File: src/rtl/mdu.sv
// Iterative multiply/divide unit holding the architectural HI/LO registers.
// 32-cycle shift-add multiply or restoring divide on magnitudes, then a sign fix-up cycle.
package cpu_types_pkg;
   typedef logic [31:0] word_t;
   typedef enum logic [1:0] {MD_MULT, MD_MULTU, MD_DIV, MD_DIVU} mdop_t;
endpackage

module mdu
   import cpu_types_pkg::*;
(
   input  logic        CLK,
   input  logic        RST,
   input  logic        start,
   input  logic [1:0]  mdop,
   input  word_t       port_a,
   input  word_t       port_b,
   input  logic        flush,
   input  logic        hi_wen,
   input  logic        lo_wen,
   input  word_t       wdat,
   output word_t       hi,
   output word_t       lo,
   output logic        busy,
   output logic        done
);

   typedef enum logic [1:0] {IDLE, CALC, FIX} state_t;

   state_t      state_q, state_d;
   logic [4:0]  cnt;
   mdop_t       op;
   word_t       a_reg, b_reg;
   logic        neg_a, neg_b;
   logic [63:0] acc;

   logic        start_ok, mt_ok, signed_op, start_div, op_div;
   word_t       a_mag, b_mag;
   logic [32:0] mul_sum, div_trial;
   logic [63:0] prod_fix;
   word_t       quo_fix, rem_fix, a_orig;

   assign busy      = (state_q != IDLE);
   assign start_ok  = (state_q == IDLE) && start && !flush;
   assign mt_ok     = (state_q == IDLE) && !start;
   assign signed_op = (mdop_t'(mdop) == MD_MULT) || (mdop_t'(mdop) == MD_DIV);
   assign start_div = (mdop_t'(mdop) == MD_DIV) || (mdop_t'(mdop) == MD_DIVU);
   assign op_div    = (op == MD_DIV) || (op == MD_DIVU);

   // NOTE: every output of a combinational block gets a default first so no latch is inferred.
   always_comb begin
      state_d = state_q;
      case (state_q)
         IDLE:    if (start_ok) state_d = CALC;
         CALC:    if (flush) state_d = IDLE;
                  else if (cnt == 5'd31) state_d = FIX;
         FIX:     state_d = IDLE;
         default: state_d = IDLE;
      endcase
   end

   always_comb begin
      a_mag = (signed_op && port_a[31]) ? -port_a : port_a;
      b_mag = (signed_op && port_b[31]) ? -port_b : port_b;
      // Multiply: acc = {partial product, remaining multiplier bits}.
      mul_sum   = {1'b0, acc[63:32]} + (acc[0] ? {1'b0, a_reg} : 33'd0);
      // Divide: acc = {remainder, dividend/quotient}; trial subtract of the shifted remainder.
      div_trial = {acc[63:32], acc[31]} - {1'b0, b_reg};
      prod_fix  = (neg_a ^ neg_b) ? -acc : acc;
      quo_fix   = (neg_a ^ neg_b) ? -acc[31:0] : acc[31:0];
      rem_fix   = neg_a ? -acc[63:32] : acc[63:32];
      a_orig    = neg_a ? -a_reg : a_reg;
   end

   // NOTE: sequential state is updated only with non-blocking assignments so all registers
   // see the pre-edge values of each other.
   always_ff @(posedge CLK) begin
      if (RST) begin
         state_q <= IDLE;
         cnt     <= '0;
         op      <= MD_MULT;
         a_reg   <= '0;
         b_reg   <= '0;
         neg_a   <= 1'b0;
         neg_b   <= 1'b0;
         acc     <= '0;
         hi      <= '0;
         lo      <= '0;
         done    <= 1'b0;
      end else begin
         state_q <= state_d;
         done    <= 1'b0;
         case (state_q)
            IDLE: begin
               if (start_ok) begin
                  op    <= mdop_t'(mdop);
                  cnt   <= '0;
                  a_reg <= a_mag;
                  b_reg <= b_mag;
                  neg_a <= signed_op && port_a[31];
                  neg_b <= signed_op && port_b[31];
                  acc   <= {32'd0, start_div ? a_mag : b_mag};
               end else if (mt_ok) begin
                  if (hi_wen) hi <= wdat;
                  if (lo_wen) lo <= wdat;
               end
            end
            CALC: begin
               if (!flush) begin
                  cnt <= cnt + 5'd1;
                  if (op_div) begin
                     if (!div_trial[32]) acc <= {div_trial[31:0], acc[30:0], 1'b1};
                     else                acc <= {acc[62:0], 1'b0};
                  end else begin
                     acc <= {mul_sum, acc[31:1]};
                  end
               end
            end
            FIX: begin
               if (!flush) begin
                  done <= 1'b1;
                  if (!op_div) begin
                     hi <= prod_fix[63:32];
                     lo <= prod_fix[31:0];
                  end else if (b_reg == '0) begin
                     hi <= a_orig;
                     lo <= 32'hFFFF_FFFF;
                  end else begin
                     hi <= rem_fix;
                     lo <= quo_fix;
                  end
               end
            end
            default: ;
         endcase
      end
   end

endmodule
File: config.mk
export PLATFORM = sky130hd
export DESIGN_NAME = mdu
export DESIGN_NICKNAME = d
export VERILOG_FILES = /design/src/rtl/mdu.sv
export SDC_FILE = /design/constraint.sdc
export NUM_CORES = 1
export LEC_CHECK = 0
export CORE_MARGIN = 1
export CORE_UTILIZATION = 55
export DETAILED_ROUTE_END_ITERATION = 6
export PLACE_DENSITY = 0.77
export SLEW_MARGIN = 20
export SYNTH_ARGS = -nofsm -noshare
export SYNTH_HDL_FRONTEND = slang
export SYNTH_SLANG_ARGS = --single-unit
File: constraint.sdc
create_clock -name CLK -period 3.67 [get_ports CLK]
set_input_delay 0.734 -clock CLK [delete_from_list [all_inputs] [get_ports CLK]]
set_output_delay 0.734 -clock CLK [all_outputs]
set_load 0.05 [all_outputs]
# ---- After elaboration in Yosys (flattened, before gate mapping)
# Index checks and enable logic that the tools add are counted.
dict set report op_classes {
  n_mul 0
  magnitude_cmp 0
  eq_ne 15
  n_div 0
  n_addsub 9
  n_shift 0
  n_reduce_logical 22
  bitwise_logic 2
  muxes 35
}
# op n
set ops {}
lappend ops {{$mux W32} 19}
lappend ops {{$mux W64} 5}
lappend ops {{$neg A32 Y32} 5}
lappend ops {{$pmux W32 S2} 2}
lappend ops {{$pmux W64 S2} 1}
lappend ops {{$neg A64 Y64} 1}
lappend ops {{$add A32 B32 Y33} 1}
lappend ops {{$sub A33 B32 Y33} 1}
lappend ops {{$logic_not A32 Y1} 1}
lappend ops {{$ne A2 B2 Y1 const B} 7}
lappend ops {{$eq A2 B2 Y1 const B} 5}
lappend ops {{$mux W5} 2}
lappend ops {{$pmux W5 S2} 1}
lappend ops {{$reduce_and A5 Y1} 2}
lappend ops {{$mux W2} 3}
lappend ops {{$reduce_bool A2 Y1} 3}
lappend ops {{$add A5 B1 Y5 const B} 1}
lappend ops {{$eq A5 B5 Y1 const B} 1}
lappend ops {{$logic_and A1 B1 Y1} 5}
lappend ops {{$logic_not A2 Y1} 2}
lappend ops {{$pmux W2 S2} 1}
lappend ops {{$reduce_and A2 Y1} 2}
lappend ops {{$logic_or A1 B1 Y1} 3}
lappend ops {{$ne A3 B3 Y1 const B} 1}
lappend ops {{other kinds (7)} 8}
dict set report word_totals {
  out_inout_bits 66
  mem_bits_rw 0
  rom_bits 0
  memories 0
  register_bits 204
  in_bits 104
  latchBits 0
}

# ---- Logic depth before layout (Yosys ltp)
# Gate-level depths: netlist of run 1.
dict set report logic_depth {
  depth_word 7
  depth_mapped 16
}

# ---- Worst setup path before layout of run 1
# No wires, ideal clock.
dict set report synth_timing {
  path_type {register -> register}
  startpoint {register acc[0]}
  endpoint {register acc[63]}
  t_arrival_ns 3.149
  setup_time_ns 0.086
  path_stages_with_launch 17
  slack_ns 0.435
  t_required_ns 3.584
  cell_sequence {dfxtp_1 clkbuf_1 clkbuf_1 inv_1 nor2_1 ha_1 inv_1 fa_1 nand2b_1 a21o_1 a31oi_1 a31oi_1 o21ai_0 a21oi_1 a211oi_1 o21ai_0 a211oi_1}
}
dict set report synth_via {
  elab_chain_len 5
}
# item line
set synth_rtl {}
lappend synth_rtl {{from (decl)} 34} ;# logic [63:0] acc;
lappend synth_rtl {{from (signal assigned)} 101} ;# acc <= {32'd0, start_div ? a_mag : b_mag};
lappend synth_rtl {{from (signal assigned)} 111} ;# if (!div_trial[32]) acc <= {div_trial[31:0], acc[30:0], 1'b1};
lappend synth_rtl {{from (signal assigned)} 112} ;# else acc <= {acc[62:0], 1'b0};
lappend synth_rtl {{$mux W32} 65} ;# mul_sum = {1'b0, acc[63:32]} + (acc[0] ? {1'b0, a_reg} : 33'd0);
lappend synth_rtl {{$add A32 B32 Y33} 65}
lappend synth_rtl {{$mux W64} 110} ;# if (op_div) begin
lappend synth_rtl {{$mux W64} 108} ;# if (!flush) begin
lappend synth_rtl {{$pmux W64 S2} 92} ;# case (state_q)
# Every way passes these cells. The select of a mux whose other input is x is not followed.
# A chain may end at the register's enable or synchronous reset.

# ---- Worst setup path in the final report of run 1
dict set report layout_timing {
  startpoint {register acc[31]}
  endpoint {register acc[32]}
}
dict set report layout_via {
  elab_chain_len 5
}
# item line
set layout_rtl {}
lappend layout_rtl {{$sub A33 B32 Y33} 67} ;# div_trial = {acc[63:32], acc[31]} - {1'b0, b_reg};
lappend layout_rtl {{$mux W64 *} 111}
lappend layout_rtl {{$mux W64 *} 110}
lappend layout_rtl {{$mux W64 *} 108}
lappend layout_rtl {{$pmux W64 S2 *} 92}
# Every way passes the cells marked *; elsewhere a longest branch is shown, timed or not. The select of a mux whose other input is x is not followed.

==> impl_metrics.prom, run 1 <==
# TYPE chip_impl_metric gauge
chip_impl_metric{name="synth-simple-area-share",unit="%"} 21.8
chip_impl_metric{name="tritoncts.num_buffers",unit=""} 25
chip_impl_metric{name="setup_total_negative_slack",unit="ns"} 0
chip_impl_metric{name="die_x_extent",unit="um"} 180
chip_impl_metric{name="synth_sequential_area_ratio",unit="%"} 23.3
chip_impl_metric{name="maximum_number_of_pins_on_one_net_before_global_route_repair",unit=""} 112
chip_impl_info{name="synth_top_cells_by_count",value="nor2_1, dfxtp_1, a21oi_1"} 1
chip_impl_metric{name="clock_power_share",unit="%"} 37.3
chip_impl_metric{name="finalWeightedCongestion",unit=""} 1.05
chip_impl_metric{name="netlist_instances",unit=""} 2370
chip_impl_metric{name="hold_violations",unit=""} 0
chip_impl_info{name="synth_top_family_by_area",value="compound AO/OA/AOI/OAI gates"} 1
chip_impl_info{name="beginning_of_the_worst_hold_path",value="lo[19]"} 1
chip_impl_metric{name="final-instance-count-excl-fill",unit=""} 2923
chip_impl_metric{name="synth-edff-count",unit=""} 0
chip_impl_metric{name="yosys_warnings",unit=""} 0
chip_impl_metric{name="met1_wirelength",unit="um"} 27300
chip_impl_metric{name="vias",unit=""} 19400
chip_impl_metric{name="synth_cell_types",unit=""} 88
chip_impl_metric{name="antenna_found_initial",unit=""} 0
chip_impl_metric{name="synthArstFlopShare",unit="%"} 0
chip_impl_metric{name="final.setup_skew",unit="ns"} 0.0139
chip_impl_metric{name="final_setup_fails",unit=""} 0
chip_impl_metric{name="switching_share",unit="%"} 34.7
chip_impl_metric{name="sequential_power_share",unit="%"} 34.4
chip_impl_metric{name="grt_usage",unit="%"} 42.0
chip_impl_metric{name="fin_crit_sh",unit="%"} 94.8
chip_impl_metric{name="drive_gt1_share",unit="%"} 9.22
chip_impl_metric{name="ctsResizeCount",unit=""} 0
chip_impl_metric{name="io_pins",unit=""} 170
chip_impl_metric{name="cts_hold_repair.buffers",unit=""} 0
chip_impl_metric{name="avgViaCountPerCell",unit=""} 6.65
chip_impl_info{name="ys.flop_type",value="dfxtp_1"} 1
chip_impl_metric{name="grt_pass1_vias",unit=""} 18000
chip_impl_metric{name="clock.fmax",unit="MHz"} 287
chip_impl_metric{name="met3_wirelength_from_detailed_routing",unit="um"} 7550
chip_impl_info{name="timing.rr.start",value="acc[31]"} 1
chip_impl_metric{name="clock_tree.buffer_depth",unit=""} 3
chip_impl_metric{name="final_core_util",unit="%"} 67.5
chip_impl_metric{name="power.share.combinational",unit="%"} 28.3
chip_impl_info{name="cts-root-buf",value="clkbuf_16"} 1
chip_impl_info{name="worstSetupStartpoint",value="acc[31]"} 1
chip_impl_metric{name="syn_avg_cell_area",unit="um2"} 7.35
chip_impl_info{name="timing.critical_path.cells",value="inv_1, ha_1, fa_1, nand2b_1, a21oi_1, o21a_1, a21boi_1, o211a_1, o211a_2, nor2_4, buf_12, mux2_2, o221ai_1"} 1
chip_impl_metric{name="die_height",unit="um"} 180
chip_impl_info{name="worst_hold_path_type",value="reg -> reg"} 1
chip_impl_metric{name="dr_wl_met2",unit="um"} 31000
chip_impl_metric{name="synthAdderAreaFrac",unit="%"} 5.33
chip_impl_metric{name="placementRows",unit=""} 64
chip_impl_metric{name="synth_area",unit="um2"} 17400
chip_impl_metric{name="power_per_cell_area",unit="nW/um2"} 346
chip_impl_metric{name="clkSlewWorstSetupHoldPaths",unit="ns"} 0.06
chip_impl_metric{name="io_buffers",unit=""} 169
chip_impl_info{name="unrepaired_setup_endpoints_after_global_routing",value="no"} 1
chip_impl_metric{name="tightest_pin_transition",unit="ns"} 0.803
chip_impl_metric{name="slowest_delay",unit="ns"} 0.40
chip_impl_metric{name="fill_cells",unit=""} 2632
chip_impl_metric{name="worst_skew_pair.late_latency",unit="ns"} 0.56
chip_impl_metric{name="leakage",unit="uW"} 0.00807
chip_impl_metric{name="synth_mux_area_share",unit="%"} 4.70
chip_impl_metric{name="net-switching-power",unit="uW"} 2500
chip_impl_metric{name="slew_headroom",unit="%"} 46.5
chip_impl_metric{name="area_growth_syn_to_layout",unit="%"} 19.7
chip_impl_metric{name="post-dp-hpwl",unit="um"} 54300
chip_impl_metric{name="grt_pass1_wl",unit="um"} 105000
chip_impl_info{name="slowest_stage",value="fa_1"} 1
chip_impl_metric{name="routed_antenna_nets",unit=""} 0
chip_impl_info{name="cp-start-kind",value="register"} 1
chip_impl_info{name="netlist_top_cells_area",value="dfxtp_1, xnor2_1, nor2_1"} 1
chip_impl_metric{name="final_nets",unit=""} 2685
chip_impl_metric{name="synth-compound-area-share",unit="%"} 27.6
chip_impl_metric{name="floorplan.die_area",unit="um2"} 32400
chip_impl_info{name="worstSetupPathType",value="reg -> reg"} 1
chip_impl_metric{name="dp.cells",unit=""} 2877
chip_impl_metric{name="crit_arrival",unit="ns"} 3.97
chip_impl_info{name="violations",value="DRC"} 1
chip_impl_metric{name="drt_iter0_drc",unit=""} 2302
chip_impl_metric{name="worst_ep_required_time",unit="ns"} 4.16
chip_impl_metric{name="cts_num_sinks",unit=""} 203
chip_impl_metric{name="totalWireLength",unit="um"} 70000
chip_impl_info{name="status",value="finished with violations"} 1
chip_impl_info{name="cts_tree",value="done"} 1
chip_impl_metric{name="cap_viol_max_count",unit=""} 0
chip_impl_metric{name="wl_per_cell",unit="um"} 23.9
chip_impl_metric{name="internal_power",unit="uW"} 4710
chip_impl_metric{name="synth_top_area_share",unit="%"} 23.3
chip_impl_info{name="maxUsedRoutingLayer",value="met4"} 1
chip_impl_metric{name="largest_reg_flops",unit=""} 64
chip_impl_metric{name="post_synth_xor_xnor_area",unit="%"} 11.4
chip_impl_metric{name="effective_utilization_at_floorplan",unit="%"} 56.4
chip_impl_info{name="nature_of_the_critical_path_endpoint",value="register"} 1
chip_impl_metric{name="remaining_drc_errors",unit=""} 6
chip_impl_info{name="max_flop_register",value="acc"} 1
chip_impl_metric{name="postSynthRegisterBits",unit=""} 203
chip_impl_metric{name="timing.critical_path.fanout_max",unit=""} 21
chip_impl_info{name="synth_top_area_cell",value="dfxtp_1"} 1
chip_impl_metric{name="antenna_cells",unit=""} 0
chip_impl_metric{name="cts.repair_timing.setup_buffer_count",unit=""} 0
chip_impl_metric{name="first_pass_iters",unit=""} 7
chip_impl_metric{name="maximum_vdd_ir_drop",unit="mV"} 0.411
chip_impl_metric{name="layout_min_cycle_time",unit="ns"} 3.48
chip_impl_metric{name="fp.coreArea",unit="um2"} 30900
chip_impl_metric{name="h-tree-depth",unit=""} 1
chip_impl_info{name="synth.most_common_cell",value="nor2_1"} 1
chip_impl_metric{name="final_number_of_max_transition_violations",unit=""} 0
chip_impl_metric{name="remaining_global_route_overflow",unit=""} 0
chip_impl_metric{name="synthesis.nets",unit=""} 2547
-- routing by layer --
| layer | global-route usage (%) | vias up |
|---|---|---|
| li1 | - | 8886 |
| met2 | 67.1 | 1141 |
| met4 | 20.2 | 0 |
| met1 | 52.9 | 9165 |
| met3 | 10.2 | 236 |
| met5 | 0 | - |
-- worst paths after layout --
kind | end | slack [ns] | cells after the start
setup / recovery | acc[32] | 0.19 | 13
setup reg to reg | acc[32] | 0.19 | 13
hold reg to reg | lo[19] | 0.45 | 2
hold / removal | lo[19] | 0.45 | 2
-- power by group through the flow --
stage | logic, uW | clock network, uW | registers (uW)
final | 2040 | 2690 | 2480
after global routing | 2160 | 2760 | 2490
after CTS | 1980 | 2680 | 2470
after detailed placement | 1970 | 0 | 2520
after global placement | 1950 | 0 | 2520
after floorplan | 1120 | 0 | 2590
-- final cells by class --
| type | instances | area (um2) | area share, % |
|---|---|---|---|
| Multi-Input combinational cell | 1905 | 12400 | 59.5 |
| Sequential cell | 203 | 4070 | 19.5 |
| Timing Repair Buffer | 300 | 2720 | 13.1 |
| Clock buffer | 36 | 767 | 3.68 |
| Tap cell | 396 | 495 | 2.38 |
| Inverter | 73 | 274 | 1.31 |
| Clock inverter | 10 | 128 | 0.612 |
-- metrics by stage --
step                      power [uW]  area [um2]  setup slack, ns  hold WS (ns)
after floorplan                 3720       17400            0.435         0.445
after global placement          4470       20000           0.0535         0.427
after detailed placement        4500       20000           0.0192         0.443
after CTS                       7140       20800            0.263         0.453
after global routing            7410       20900          0.00234         0.466
final                           7210       20900            0.190         0.448
-- critical path: cells and delay by family, from the launching register on --
family | cells | cell delay [ns]
flops | 1 | 0.33
buf+inv | 2 | 0.27
compound gates | 6 | 1.46
simple gates | 2 | 0.35
fa+ha+maj | 2 | 0.61
mux | 1 | 0.35
-- cells by family after synthesis --
logic type,Yosys count
AO/OA/AOI/OAI,745
adder cells (fa/ha/maj),73
multiplexers,80
AND/OR/NAND/NOR,781
buffers and inverters,262
XOR/XNOR,226
flip-flops,203
-- cell usage in the layout, fill, tap and decap left out, types with 26 or more instances in the layout --
master / n
o211ai_1: 27
nor3_1: 67
o21ai_1: 27
o31ai_1: 31
a21o_1: 26
dfxtp_1: 201
a31oi_1: 29
a211oi_1: 98
inv_1: 73
xor2_1: 96
o221ai_1: 30
mux2i_1: 75
nor2_1: 260
nand2_1: 186
a21oi_1: 190
ha_1: 71
buf_4: 128
xnor2_1: 129
nand2b_1: 29
clkdlybuf4s50_1: 168
nand3_1: 30
and2_1: 38
o21ai_0: 151
Note: power is estimated with default switching activity, not from simulation.
==> run 2: changes to the inputs <==
--- a/config.mk
+++ b/config.mk
@@ -5,8 +5,9 @@
 export SDC_FILE = /design/constraint.sdc
 export NUM_CORES = 1
 export LEC_CHECK = 0
-export CORE_MARGIN = 1
+export CORE_MARGIN = 10
 export CORE_UTILIZATION = 55
+export CTS_CLUSTER_SIZE = 14
 export DETAILED_ROUTE_END_ITERATION = 6
 export PLACE_DENSITY = 0.77
 export SLEW_MARGIN = 20
==> run 2 against run 1 <==
The flow now finishes without violations. Via count decreased by 0.42%. Routed wire length increased by 2.9%. Critical endpoint is now acc[62]. Core utilization decreased by 0.88 points. Clock power decreased by 8.6%. Worst hold slack improved by 0.0026 ns. Clock skew increased by 0.0025 ns. Critical path depth decreased by 1.
==> impl_metrics.prom, run 2 (synthesized netlist as in run 1, its figures left out) <==
# TYPE chip_impl_metric gauge
chip_impl_metric{name="routed_antenna_nets",unit=""} 0
chip_impl_metric{name="crit_arrival",unit="ns"} 3.90
chip_impl_metric{name="wl_per_cell",unit="um"} 24.5
chip_impl_metric{name="slew_headroom",unit="%"} 38.4
chip_impl_metric{name="area_growth_syn_to_layout",unit="%"} 20.0
chip_impl_metric{name="grt_usage",unit="%"} 35.5
chip_impl_metric{name="floorplan.die_area",unit="um2"} 39200
chip_impl_metric{name="drive_gt1_share",unit="%"} 9.37
chip_impl_metric{name="h-tree-depth",unit=""} 1
chip_impl_metric{name="final.setup_skew",unit="ns"} 0.0163
chip_impl_metric{name="clock.fmax",unit="MHz"} 289
chip_impl_metric{name="post-dp-hpwl",unit="um"} 56200
chip_impl_metric{name="slowest_delay",unit="ns"} 0.40
chip_impl_metric{name="power_per_cell_area",unit="nW/um2"} 335
chip_impl_metric{name="leakage",unit="uW"} 0.00811
chip_impl_info{name="max_flop_register",value="acc"} 1
chip_impl_metric{name="finalWeightedCongestion",unit=""} 1.04
chip_impl_metric{name="vias",unit=""} 19300
chip_impl_metric{name="tritoncts.num_buffers",unit=""} 24
chip_impl_metric{name="antenna_found_initial",unit=""} 1
chip_impl_info{name="layout_commonest_cell",value="nor2_1"} 1
chip_impl_metric{name="fin_crit_sh",unit="%"} 94.4
chip_impl_metric{name="maximum_vdd_ir_drop",unit="mV"} 0.374
chip_impl_metric{name="cts_num_sinks",unit=""} 203
chip_impl_metric{name="maximum_number_of_pins_on_one_net_before_global_route_repair",unit=""} 112
chip_impl_info{name="cp-start-kind",value="register"} 1
chip_impl_metric{name="final_number_of_max_transition_violations",unit=""} 0
chip_impl_metric{name="grt_pass1_vias",unit=""} 18600
chip_impl_info{name="worst_hold_path_type",value="reg -> reg"} 1
chip_impl_metric{name="ctsResizeCount",unit=""} 0
chip_impl_metric{name="effective_utilization_at_floorplan",unit="%"} 55.5
chip_impl_metric{name="tightest_pin_transition",unit="ns"} 0.923
chip_impl_metric{name="cap_viol_max_count",unit=""} 0
chip_impl_metric{name="timing.critical_path.fanout_max",unit=""} 6
chip_impl_metric{name="first_pass_iters",unit=""} 7
chip_impl_metric{name="clock_tree.buffer_depth",unit=""} 3
chip_impl_metric{name="drt_iter0_drc",unit=""} 2314
chip_impl_metric{name="preCtsSetupSlack",unit="ns"} 0.0809
chip_impl_info{name="nature_of_the_critical_path_endpoint",value="register"} 1
chip_impl_metric{name="worst_ep_required_time",unit="ns"} 4.10
chip_impl_info{name="cts-root-buf",value="clkbuf_16"} 1
chip_impl_metric{name="io_buffers",unit=""} 169
chip_impl_info{name="timing.critical_path.cells",value="inv_1, ha_1, fa_1, nand2b_1, a21oi_1, o21a_1, a21boi_1, o211a_1, o211a_2, nor2_4, mux2_2, a211o_1"} 1
chip_impl_metric{name="placementRows",unit=""} 65
chip_impl_metric{name="grt_pass1_wl",unit="um"} 108000
chip_impl_info{name="cts_tree",value="done"} 1
chip_impl_info{name="layout.cells.most_common_list",value="nor2_1, dfxtp_1, a21oi_1"} 1
chip_impl_metric{name="totalWireLength",unit="um"} 72000
chip_impl_metric{name="final_setup_fails",unit=""} 0
chip_impl_metric{name="layout_min_cycle_time",unit="ns"} 3.47
chip_impl_info{name="worstSetupPathType",value="reg -> reg"} 1
chip_impl_info{name="cpLargestDelayFamily",value="compound AO/OA/AOI/OAI gates"} 1
chip_impl_metric{name="fp.coreArea",unit="um2"} 31400
chip_impl_metric{name="die_height",unit="um"} 198
chip_impl_metric{name="final_nets",unit=""} 2699
chip_impl_metric{name="die_x_extent",unit="um"} 198
chip_impl_info{name="slowest_stage",value="fa_1"} 1
chip_impl_metric{name="setup_slack",unit="ns"} 0.204
chip_impl_metric{name="clkSlewWorstSetupHoldPaths",unit="ns"} 0.06
chip_impl_metric{name="setup_total_negative_slack",unit="ns"} 0
chip_impl_metric{name="remaining_drc_errors",unit=""} 0
chip_impl_metric{name="worst_skew_pair.late_latency",unit="ns"} 0.55
chip_impl_metric{name="hold_violations",unit=""} 0
chip_impl_metric{name="avgViaCountPerCell",unit=""} 6.58
chip_impl_metric{name="io_pins",unit=""} 170
chip_impl_metric{name="remaining_global_route_overflow",unit=""} 0
chip_impl_metric{name="timing.critical_path.buf_inv",unit=""} 1
chip_impl_info{name="status",value="completed"} 1
chip_impl_metric{name="largest_reg_flops",unit=""} 64
## run 2: where the power goes
part | switching, uW | total (uW) | internal (uW)
Sequential | 164 | 2490 | 2330
Clock | 1030 | 2460 | 1430
Combinational | 1250 | 2040 | 791
Total | 2450 | 6990 | 4550
## run 2: worst reg2reg max path: stages, from the launching register on
cell and delay, ns:
dfxtp_1 0.33, inv_1 0.07, ha_1 0.21, fa_1 0.40
nand2b_1 0.18, a21oi_1 0.30, o21a_1 0.22, a21boi_1 0.12
o211a_1 0.29, o211a_2 0.35, nor2_4 0.23, mux2_2 0.37
a211o_1 0.29
## run 2: final cells by class
class | instances | area, um2
clock buffers | 37 | 719
diodes | 1 | 2.50
inverters | 73 | 274
fillers | 2775 | 10500
clock inverters | 6 | 87.6
multi-input cells | 1905 | 12400
repair buffers | 315 | 2860
well taps | 402 | 503
flip-flops and latches | 203 | 4070
## run 2: routing by layer
layer | global-route usage, % | wire [um] | up-vias
met5 | 0 | 0 | -
met4 | 18.3 | 4340 | 0
met3 | 6.82 | 6910 | 245
met2 | 57.0 | 32600 | 1004
met1 | 44.3 | 28100 | 9188
li1 | - | - | 8909
## run 2: path summary, 6_finish.rpt
path,start,end,slack (ns),depth (start not counted)
setup / recovery,acc[31],acc[62],0.20,12
hold / removal,lo[14],lo[14],0.45,2
hold reg to reg,lo[14],lo[14],0.45,2
setup reg to reg,acc[31],acc[62],0.20,12
## run 2: stage by stage
| stage | utilization (%) | power, uW | std cells | cell area [um2] | hold slack, ns |
|---|---|---|---|---|---|
| floorplan | - | 3720 | 2370 | 17400 | 0.445 |
| global placement | 63.9 | 4480 | 2895 | 20100 | 0.431 |
| detailed placement | 63.9 | 4510 | 2895 | 20100 | 0.445 |
| CTS | 66.5 | 6930 | 2938 | 20900 | 0.453 |
| global route | 66.6 | 7230 | 2941 | 20900 | 0.469 |
| finish | 66.6 | 6990 | 2942 | 20900 | 0.451 |
## run 2: repair_timing
item | 4_1_cts | 5_1_grt
buffers inserted | 0 | 3
endpoints found under the setup margin | 0 | 12
endpoints found under the hold margin | 0 | 0
hold buffers | 0 | 0
==> patch (config.mk and constraints of run 1) <==
Put one more register stage on the output `hi`. The value now appears one clock later. The other outputs are not delayed to match.
--- a/src/rtl/mdu.sv
+++ b/src/rtl/mdu.sv
@@ -25,6 +25,8 @@
 );
 
    typedef enum logic [1:0] {IDLE, CALC, FIX} state_t;
+
+   word_t hi_s0;
 
    state_t      state_q, state_d;
    logic [4:0]  cnt;
@@ -83,7 +85,7 @@
          neg_a   <= 1'b0;
          neg_b   <= 1'b0;
          acc     <= '0;
-         hi      <= '0;
+         hi_s0   <= '0;
          lo      <= '0;
          done    <= 1'b0;
       end else begin
@@ -100,7 +102,7 @@
                   neg_b <= signed_op && port_b[31];
                   acc   <= {32'd0, start_div ? a_mag : b_mag};
                end else if (mt_ok) begin
-                  if (hi_wen) hi <= wdat;
+                  if (hi_wen) hi_s0 <= wdat;
                   if (lo_wen) lo <= wdat;
                end
             end
@@ -119,13 +121,13 @@
                if (!flush) begin
                   done <= 1'b1;
                   if (!op_div) begin
-                     hi <= prod_fix[63:32];
+                     hi_s0 <= prod_fix[63:32];
                      lo <= prod_fix[31:0];
                   end else if (b_reg == '0) begin
-                     hi <= a_orig;
+                     hi_s0 <= a_orig;
                      lo <= 32'hFFFF_FFFF;
                   end else begin
-                     hi <= rem_fix;
+                     hi_s0 <= rem_fix;
                      lo <= quo_fix;
                   end
                end
@@ -135,4 +137,8 @@
       end
    end
 
+   always_ff @(posedge CLK) begin
+      hi <= hi_s0;
+   end
+
 endmodule
Function: changed (a bounded check fails within 4 cycles, from zero or initial values and one cycle with RST high).
==> patch against run 1 <==
- setup slack got worse by 100 ps
- design area increased by 5.6%
- non-clock buffer count rose by 42
- power up 8.0%
- sequential cell count grew 32
- worst hold slack lost 98 ps
- first-iteration DRC count grew 14%
- wire length is 0.16% lower
- synthesized cell count is 2.4% higher
- clock skew is 11 ps higher
- area after synthesis grew 4.3%
==> patch: results (changes against run 1) <==
- Mapped Cells: 2426 (+2.4%)
- Routability Congestion: 1.028 (-1.9%)
- Met2 wire length: 30.86 mm (-0.47%)
- Switch share: 33.23% (-1.4 points)
- Leak pwr: 0.008726 uW (+8.2%)
- Non-filler instance count after layout: 3076 (+5.2%)
- Hold Path Sink: hi[8]$_DFF_P_
- Reg2Reg Setup Slack: 90 ps (-100 ps)
- Met3 GRT Util: 7.508% (-2.7 points)
- WP data arrival: 3980 ps (about the same)
- Adder-cell area share of the yosys netlist: 5.107% (-0.22 points)
- Drt initial violations: 2631 (+14%)
- Met2 Usage GRT: 63.79% (-3.3 points)
- Total CTS buffers: 26 (+4.0%)
- DP Cell Count: 3024 (+5.1%)
- M1 WL: 28.49 mm (+4.3%)
- Setup slack at placement: -198.5 ps (-217.7 ps)
- Max VDD drop: 0.3682 mV (-10%)
- Placed cell area: 21020 sq um (+5.3%)
- Clock Power Share: 37.2% (about the same)
- Compound-cell area share of the yosys netlist: 26.79% (-0.85 points)
- Vias in the first global route: 18200 (+1.3%)
- First-pass GRT wire length: 105.7 mm (+0.44%)
- Max Freq: 279.3 MHz (-2.8%)
- Sequential area share after synthesis: 25.88% (+2.6 points)
- Area contributors post-synth: dfxtp_1 (26%), a21oi_1 (6.2%), xnor2_1 (5.9%)
- All-Layer GR Usage: 40.70% (-1.3 points)
- R2r startpoint: acc[0]$_SDFFE_PP0P_
- DR top layer: met5
- HP Start: hi_s0[8]$_SDFFE_PP0P_
- Met1 layer usage reported by global route: 54.65% (+1.8 points)
- Layout Nets: 2790 (+3.9%)
- WHS: 350.8 ps (-97.73 ps)
- Largest net degree at the start of global routing: 129 (+15%)
- Comb. pwr: 2030 uW
- Share of cells above drive strength 1: 10.79% (+1.6 points)
- Hold depth: 0 (-2)
- WL final: 69.85 mm (-0.16%)
- Syn_nets: 2603 (+2.2%)
- Relative slew slack: 40.28% (-6.2 points)
- XOR/XNOR Fraction of Synth Area: 10.55% (-0.81 points)
- Via count: 19970 (+2.8%)
- Initial DRT Pass Iterations: 6 (-1)
- Met3 routed wirelength: 7.154 mm (-5.2%)
- Combinational Power Share: 26.0% (-2.3 points)
- Initial antenna violation count: 2 (+2)
- CP max-delay cell: a31oi_1
- Synth Flop Type: dfxtp_1
- Post-synth top cells: nor2_1 (262), dfxtp_1 (235), a21oi_1 (226)
- Post-synthesis mux area share: 3.641% (-1.1 points)
- Fill cells: 2813 (+6.9%)
- Worst setup endpoint: acc[60]$_SDFFE_PP0P_
- Max stage delay on crit path: 470 ps (+70 ps)
- Status: complete, no violations
- Critical path fanouts, max: 6 (-71%)
- Dpl hpwl: 54.81 mm (+0.95%)
[patch: changes by cell type in the layout (fill, tap and decap cells not counted), moves of 19 or more]
cell / run 1 / this run
nand3_1: 30 / 61
dfxtp_1: 201 / 233
o21ai_0: 151 / 127
a21oi_1: 190 / 223
buf_4: 128 / 170
o21ai_1: 27 / 5
nand2_1: 186 / 215
mux2i_1: 75 / 56
[patch: area by class of cell]
class | count | area, sq um | share of cell area (%)
repair buffers | 342 | 3038 | 13.80
inverters | 67 | 251.5 | 1.142
diodes | 1 | 2.502 | 0.01137
flip-flops and latches | 235 | 4710 | 21.39
well taps | 442 | 553.0 | 2.512
clock buffers | 34 | 740.7 | 3.365
clock inverters | 14 | 203.9 | 0.9265
multi-input cells | 1941 | 12510 | 56.85
[patch: timing repair]
action,in CTS,in global routing
endpoints found under the setup margin,0,7
resized for setup,0,7
setup buffers,0,3
